File: config.mk
export PLATFORM = sky130hd
export DESIGN_NAME = hazard_ctrl_unit
export DESIGN_NICKNAME = d
export VERILOG_FILES = /design/src/rtl/hazard_pkg.sv /design/src/rtl/hazard_perf_counters.sv /design/src/rtl/hazard_ctrl_unit.sv
export SDC_FILE = /design/constraint.sdc
export NUM_CORES = 1
export LEC_CHECK = 0
export CAP_MARGIN = 20
export CORE_UTILIZATION = 28
export DETAILED_ROUTE_END_ITERATION = 12
export PLACE_DENSITY = 0.89
export SLEW_MARGIN = 15
export SYNTH_ARGS = -nofsm -noshare
export SYNTH_HDL_FRONTEND = slang
export SYNTH_SLANG_ARGS = --single-unit
File: constraint.sdc
create_clock -name clk -period 2.9 [get_ports clk]
set_input_delay 0.29 -clock clk [delete_from_list [all_inputs] [get_ports clk]]
set_output_delay 0.29 -clock clk [all_outputs]
set_load 0.05 [all_outputs]
File: src/rtl/hazard_pkg.sv
// Shared types and constants for the hazard control unit: FSM state encoding,
// the zero-register index and the width of the stall/flush down-counter.
package hazard_pkg;

    typedef enum logic [1:0] {
        RUN        = 2'd0,
        LOAD_STALL = 2'd1,
        BR_FLUSH   = 2'd2
    } hazard_state_e;

    localparam logic [4:0] REG_ZERO = 5'd0;
    localparam int         REM_W    = 3;

endpackage

File: src/rtl/hazard_perf_counters.sv
// Wrapping performance counters for stalled cycles and acted-upon taken branches.
// Only instantiated when HAZARD_PERF_CNT_EN is defined.
module hazard_perf_counters #(
    parameter int CNT_W = 32
) (
    input  logic             clk,
    input  logic             rst,
    input  logic             stall_inc_i,
    input  logic             flush_inc_i,
    output logic [CNT_W-1:0] stall_cnt_o,
    output logic [CNT_W-1:0] flush_cnt_o
);

    logic [CNT_W-1:0] stall_cnt_q, stall_cnt_d;
    logic [CNT_W-1:0] flush_cnt_q, flush_cnt_d;

    always_comb begin
        stall_cnt_d = stall_cnt_q;
        flush_cnt_d = flush_cnt_q;
        if (stall_inc_i) stall_cnt_d = stall_cnt_q + CNT_W'(1);
        if (flush_inc_i) flush_cnt_d = flush_cnt_q + CNT_W'(1);
    end

    always_ff @(posedge clk or posedge rst) begin
        if (rst) begin
            stall_cnt_q <= '0;
            flush_cnt_q <= '0;
        end else begin
            stall_cnt_q <= stall_cnt_d;
            flush_cnt_q <= flush_cnt_d;
        end
    end

    assign stall_cnt_o = stall_cnt_q;
    assign flush_cnt_o = flush_cnt_q;

endmodule

File: src/rtl/hazard_ctrl_unit.sv
// Front-end hazard control: load-use stalls and taken-branch flushes, Mealy outputs.
// Optional performance counters are enabled with the HAZARD_PERF_CNT_EN macro.
module hazard_ctrl_unit
    import hazard_pkg::*;
#(
    parameter int LOAD_STALL_CYCLES = 1,
    parameter int BRANCH_PENALTY    = 1,
    parameter int CNT_W             = 32
) (
    input  logic             clk,
    input  logic             reset,
    input  logic [4:0]       IF_ID_Rs,
    input  logic [4:0]       IF_ID_Rt,
    input  logic             ID_uses_Rt,
    input  logic             ID_EX_MemRead,
    input  logic [4:0]       ID_EX_Rt,
    input  logic             branch_taken_EX,
    output logic             PCWrite,
    output logic             IF_ID_Write,
    output logic             flush_IF_ID,
    output logic             flush_ID_EX,
    output logic             stall_busy,
    output logic [CNT_W-1:0] stall_cnt,
    output logic [CNT_W-1:0] flush_cnt,
    output hazard_state_e    state_dbg_o
);

    localparam logic [REM_W-1:0] LS_RELOAD = REM_W'(LOAD_STALL_CYCLES - 1);
    localparam logic [REM_W-1:0] BR_RELOAD = REM_W'(BRANCH_PENALTY - 1);

    hazard_state_e    state_q, state_d;
    logic [REM_W-1:0] rem_q, rem_d;
    logic             hz_load;

    assign hz_load = ID_EX_MemRead && (ID_EX_Rt != REG_ZERO) &&
                     ((ID_EX_Rt == IF_ID_Rs) || (ID_uses_Rt && (ID_EX_Rt == IF_ID_Rt)));

    always_comb begin
        state_d     = state_q;
        rem_d       = rem_q;
        PCWrite     = 1'b1;
        IF_ID_Write = 1'b1;
        flush_IF_ID = 1'b0;
        flush_ID_EX = 1'b0;
        // A taken branch overrides any stall in progress, from every state.
        if (branch_taken_EX) begin
            flush_IF_ID = 1'b1;
            flush_ID_EX = 1'b1;
            if (BRANCH_PENALTY > 1) begin
                state_d = BR_FLUSH;
                rem_d   = BR_RELOAD;
            end else begin
                state_d = RUN;
                rem_d   = '0;
            end
        end else begin
            case (state_q)
                RUN: begin
                    if (hz_load) begin
                        PCWrite     = 1'b0;
                        IF_ID_Write = 1'b0;
                        flush_ID_EX = 1'b1;
                        if (LOAD_STALL_CYCLES > 1) begin
                            state_d = LOAD_STALL;
                            rem_d   = LS_RELOAD;
                        end
                    end
                end
                LOAD_STALL: begin
                    PCWrite     = 1'b0;
                    IF_ID_Write = 1'b0;
                    flush_ID_EX = 1'b1;
                    if (rem_q == REM_W'(1)) begin
                        state_d = RUN;
                        rem_d   = '0;
                    end else begin
                        rem_d = rem_q - REM_W'(1);
                    end
                end
                BR_FLUSH: begin
                    flush_IF_ID = 1'b1;
                    flush_ID_EX = 1'b1;
                    if (rem_q == REM_W'(1)) begin
                        state_d = RUN;
                        rem_d   = '0;
                    end else begin
                        rem_d = rem_q - REM_W'(1);
                    end
                end
                default: begin
                    state_d = RUN;
                    rem_d   = '0;
                end
            endcase
        end
        if (reset) begin
            PCWrite     = 1'b0;
            IF_ID_Write = 1'b0;
            flush_IF_ID = 1'b0;
            flush_ID_EX = 1'b0;
        end
    end

    always_ff @(posedge clk or posedge reset) begin
        if (reset) begin
            state_q <= RUN;
            rem_q   <= '0;
        end else begin
            state_q <= state_d;
            rem_q   <= rem_d;
        end
    end

    assign stall_busy  = (state_q != RUN);
    assign state_dbg_o = state_q;

`ifdef HAZARD_PERF_CNT_EN
    hazard_perf_counters #(
        .CNT_W(CNT_W)
    ) u_perf (
        .clk        (clk),
        .rst        (reset),
        .stall_inc_i(!PCWrite && !reset),
        .flush_inc_i(branch_taken_EX && !reset),
        .stall_cnt_o(stall_cnt),
        .flush_cnt_o(flush_cnt)
    );
`else
    assign stall_cnt = '0;
    assign flush_cnt = '0;
`endif

endmodule

* Word level (Yosys, flattened, before mapping) *
Cells that the tools add are included.

storage, ports and cells
  flip-flop bits (word level) = 5

operators by class
  multiplexer cells = 17
  add/subtract/negate cells = 1
  reduce and logical (&&, ||, !) cells = 9
  eq/ne operators = 7

operators by type and width
  operator                                           number
  == test 5 bit                                      2
  2-to-1 mux 1 bit                                   9
  2-to-1 mux 3 bit                                   2
  one-hot mux 3 bit (2 select lines)                 1
  nonzero test 5 bit                                 1
  2-to-1 mux 2 bit                                   2
  one-hot mux 1 bit (2 select lines)                 2
  one-hot mux 2 bit (2 select lines)                 1
  == test 3 x 1 -> 1 bit (second input constant)     1
  logical AND 1 bit                                  3
  != test 3 x 1 -> 1 bit (second input constant)     1
  subtractor 3 x 1 -> 3 bit (second input constant)  1
  == test 2 x 1 -> 1 bit (second input constant)     1
  == test 2 bit (second input constant)              1
  zero test 2 bit                                    1
  != test 2 bit (second input constant)              1
  AND reduction 2 bit                                1
  nonzero test 2 bit                                 1
  OR reduction 2 bit                                 1
  logical OR 1 bit                                   1

* Depth between registers and ports, before layout *
  depth after elaboration = 8
  mapped depth = 5
  mapped depth without buffers = 4

* Worst setup path before layout *
Ideal clock, no wire load.

  path kind = input to output
  start = input ID_EX_Rt[4]
  end = output flush_ID_EX
  cell stages on the path = 4
  data required time = 2.610 ns
  arrival = 2.053 ns
  path buffers = 0
  setup slack = 0.557 ns
  path through = xor2_1 > nor4_2 > a32oi_1 > o31ai_1

between the ends
  word-level cells in the longest chain between the ends = 8
  elaborated cells on any way between the ends = 11
  those cells by class = 2 x eq/ne; 4 x mux; 5 x reduce/logical

ends and longest elaborated chain
  element                               RTL line                text
  start, declared                       hazard_ctrl_unit.sv:16  input logic [4:0] ID_EX_Rt,
  == test 5 bit                         hazard_ctrl_unit.sv:36  ((ID_EX_Rt == IF_ID_Rs) || (ID_uses_Rt && (ID_EX_Rt == IF_ID_Rt)));
  logical AND 1 bit                     hazard_ctrl_unit.sv:36
  logical OR 1 bit                      hazard_ctrl_unit.sv:36
  logical AND 1 bit *                   hazard_ctrl_unit.sv:35  assign hz_load = ID_EX_MemRead && (ID_EX_Rt != REG_ZERO) &&
  2-to-1 mux 1 bit *                    hazard_ctrl_unit.sv:59  if (hz_load) begin
  one-hot mux 1 bit (2 select lines) *  hazard_ctrl_unit.sv:57  case (state_q)
  2-to-1 mux 1 bit *                    hazard_ctrl_unit.sv:46  if (branch_taken_EX) begin
  2-to-1 mux 1 bit *                    hazard_ctrl_unit.sv:96  if (reset) begin
  end, declared                         hazard_ctrl_unit.sv:21  output logic flush_ID_EX,

Every way passes the cells marked *; elsewhere a longest branch is shown, timed or not.

* Final worst setup path *
  start = input ID_EX_Rt[1]
  end = output IF_ID_Write

between the ends
  word-level cells in the longest chain between the ends = 8
  elaborated cells on any way between the ends = 11
  those cells by class = 2 x eq/ne; 4 x mux; 5 x reduce/logical

ends and longest elaborated chain
  element                               RTL line                text
  == test 5 bit                         hazard_ctrl_unit.sv:36
  logical AND 1 bit                     hazard_ctrl_unit.sv:36
  logical OR 1 bit                      hazard_ctrl_unit.sv:36
  logical AND 1 bit *                   hazard_ctrl_unit.sv:35
  2-to-1 mux 1 bit *                    hazard_ctrl_unit.sv:59
  one-hot mux 1 bit (2 select lines) *  hazard_ctrl_unit.sv:57
  2-to-1 mux 1 bit *                    hazard_ctrl_unit.sv:46
  2-to-1 mux 1 bit *                    hazard_ctrl_unit.sv:96
  end, declared                         hazard_ctrl_unit.sv:19  output logic IF_ID_Write,

Marked as above.

==> summary.md <==
| Metric | Value |
|---|---|
| Setup violators final | 0 |
| RePlAce Congestion | between 0.6 and 0.7 |
| Number of iterations in the first detailed-routing pass | 1 |
| Register Area | 0 sq um |
| Compound-gate portion of the synthesized area | roughly 4.5% |
| Post-route setup slack | ~0.65 ns |
| Run status | complete, no violations |
| FMAX | 0.4445 GHz |
| Post-Synth XOR/XNOR Area | a little over an eighth |
| Drt wl/cell | about 5.5 um |
| Worst hold path startpoint | branch_taken_EX |
| Final sequential cell count | 0 |
| Routed Antenna Nets | 0 |
| Avg Cell Area, Syn | around 7.5 sq um |
| Die extent in y | 50.99 um |
| IO Count | 91 |
| Fin nets | around 130 |
| Lkg Pwr | about 0.38 nW |
| Largest family of logic cells by synthesized area | buffers and inverters |
| Core Area | roughly 2200 sq um |
| Post-DR vias/cell | 2.885 |
| Clock buf count | 0 |
| CP max FO | 3 |
| Initial antenna violation count | 0 |
| Final min period | ~2.2 ns |
| # DRC | 0 |
| CTS Hold Bufs | 0 |
| Vias in the first global route | 222 |
| Worst Path Required | ~2.6 ns |
| Initial Utilization | 30.08% |
| Final HPWL DP | about 790 um |
| CTS resizes | 0 |
| Post-route cell area | about 690 sq um |
| Post-synthesis sequential area ratio | 0% |
| Mapped Area | ~670 sq um |
| Largest net degree at the start of global routing | 4 |
| First-pass GRT wire length | between 800 and 900 um |
| Layout cells sized above 1 | about 3.6% |
| Die span in x | ~51 um |
| MaxCap Viol Count | 0 |
| Routed vias | about 400 |
| Overall routing resource usage | 4.321% |
| Gate Count Post-Synth | 90 |
| Ant. Diodes | 0 |
| Crit end category | output port |
| HP Class | input pin to output port |
| FP Rows | 17 |
| Setup CP Type | input pin to output port |
| Final Max Slew Viols | 0 |
| Startpoint Class | input pin |
| Pwr dens | 372.5 nW/um^2 |
| Full die area | roughly 2600 sq um |
| Synth Area in Adders | 0% |
| Mux share of post-synthesis cell area | 0% |
| RSZ-0062 raised after global routing | no |
| Area delta synth->final | 2.980% |
| Post-DP Area | ~690 sq um |
| I/O Buffers | 23 |
| Number of distinct library cells after synthesis | 14 |
| Dpl ws | about 0.64 ns |
| VDD IR-drop max | between 0.1 and 0.15 mV |
| Post-CTS Setup Repair Bufs | 0 |
| Critical Path Source | ID_EX_Rt[1] |
| Part of the cycle the worst path needs | between 70 and 80% |
| Yosys warning total | 0 |
| Final hold violations | 0 |
| Global route overflow | 0 |
| Worst path arrival time | between 1.5 and 2 ns |
| Simple-gate share of the synthesized area | slightly below 5% |
| DRT iter0 DRCs | 0 |
| WL final | 761 um |
| TNS Setup | 0 ns |
-- layout by cell type (no fill, tap or decap), drive strengths merged, types with 2 or more instances in the layout --
| cell type | count |
|---|---|
| conb | 67 |
| buf | 3 |
| clkdlybuf4s50 | 20 |
| xor2 | 9 |
| inv | 2 |
-- through the flow --
stage               hold WS (ns)  power, mW  util [%]  cells
finish                     1.329     0.2577     30.98    139
global route               1.371     0.2679     30.98    139
CTS                        1.337     0.2572     30.98    139
detailed placement         1.336     0.2571     30.98    139
global placement           1.331     0.2565     30.98    139
floorplan                 0.8257     0.2871         -    156
-- layout make-up --
class | instances | area, sq um
Tap cell | 28 | 35.03
Multi-Input combinational cell | 86 | 401.6
Fill cell | 252 | 1541
Inverter | 2 | 7.507
Timing Repair Buffer | 23 | 247.7
-- power by group --
group	switching, mW	internal [mW]	leakage, nW
combinational	0.218	0.0396	0.385
sequential	0	0	0
clock	0	0	0
total	0.218	0.0396	0.385
-- cell usage after synthesis (all sizes together) --
master | instances | area [sq um]
a32oi | 1 | 8.760
inv | 2 | 7.510
o31ai | 1 | 7.510
nor3 | 1 | 5.000
nor2 | 1 | 3.750
buf | 68 | 510.5
o31a | 1 | 8.760
xor2 | 9 | 78.83
nor4 | 1 | 12.51
o21ai | 1 | 5.000
nand2 | 1 | 3.750
conb | 1 | 3.750
xnor2 | 1 | 8.760
or4 | 1 | 7.510
-- per-layer routing --
metal	global-route usage (%)	vias to the layer above	wire length, um
met5	0	-	0
met4	0	0	0
met3	0.2976	0	131
met2	9.868	52	439
li1	-	190	-
met1	4.211	159	190
-- path summary, 6_finish.rpt --
| path | to | slack, ns | cells past startpoint |
|---|---|---|---|
| max | IF_ID_Write | 0.65 | 5 |
| min | flush_ID_EX | 1.33 | 4 |
-- cell families after synthesis --
logic type | count (synthesis)
buf+inv | 70
compound gates | 4
xor+xnor | 10
other cells | 1
simple gates | 5
-- critical path, cell delays in order --
cell,delay (ns)
clkdlybuf4s50_1,0.47
or4_1,0.56
o21ai_1,0.20
o31a_1,0.27
buf_12,0.17
No activity file was read; power rests on OpenSTA's default activity.
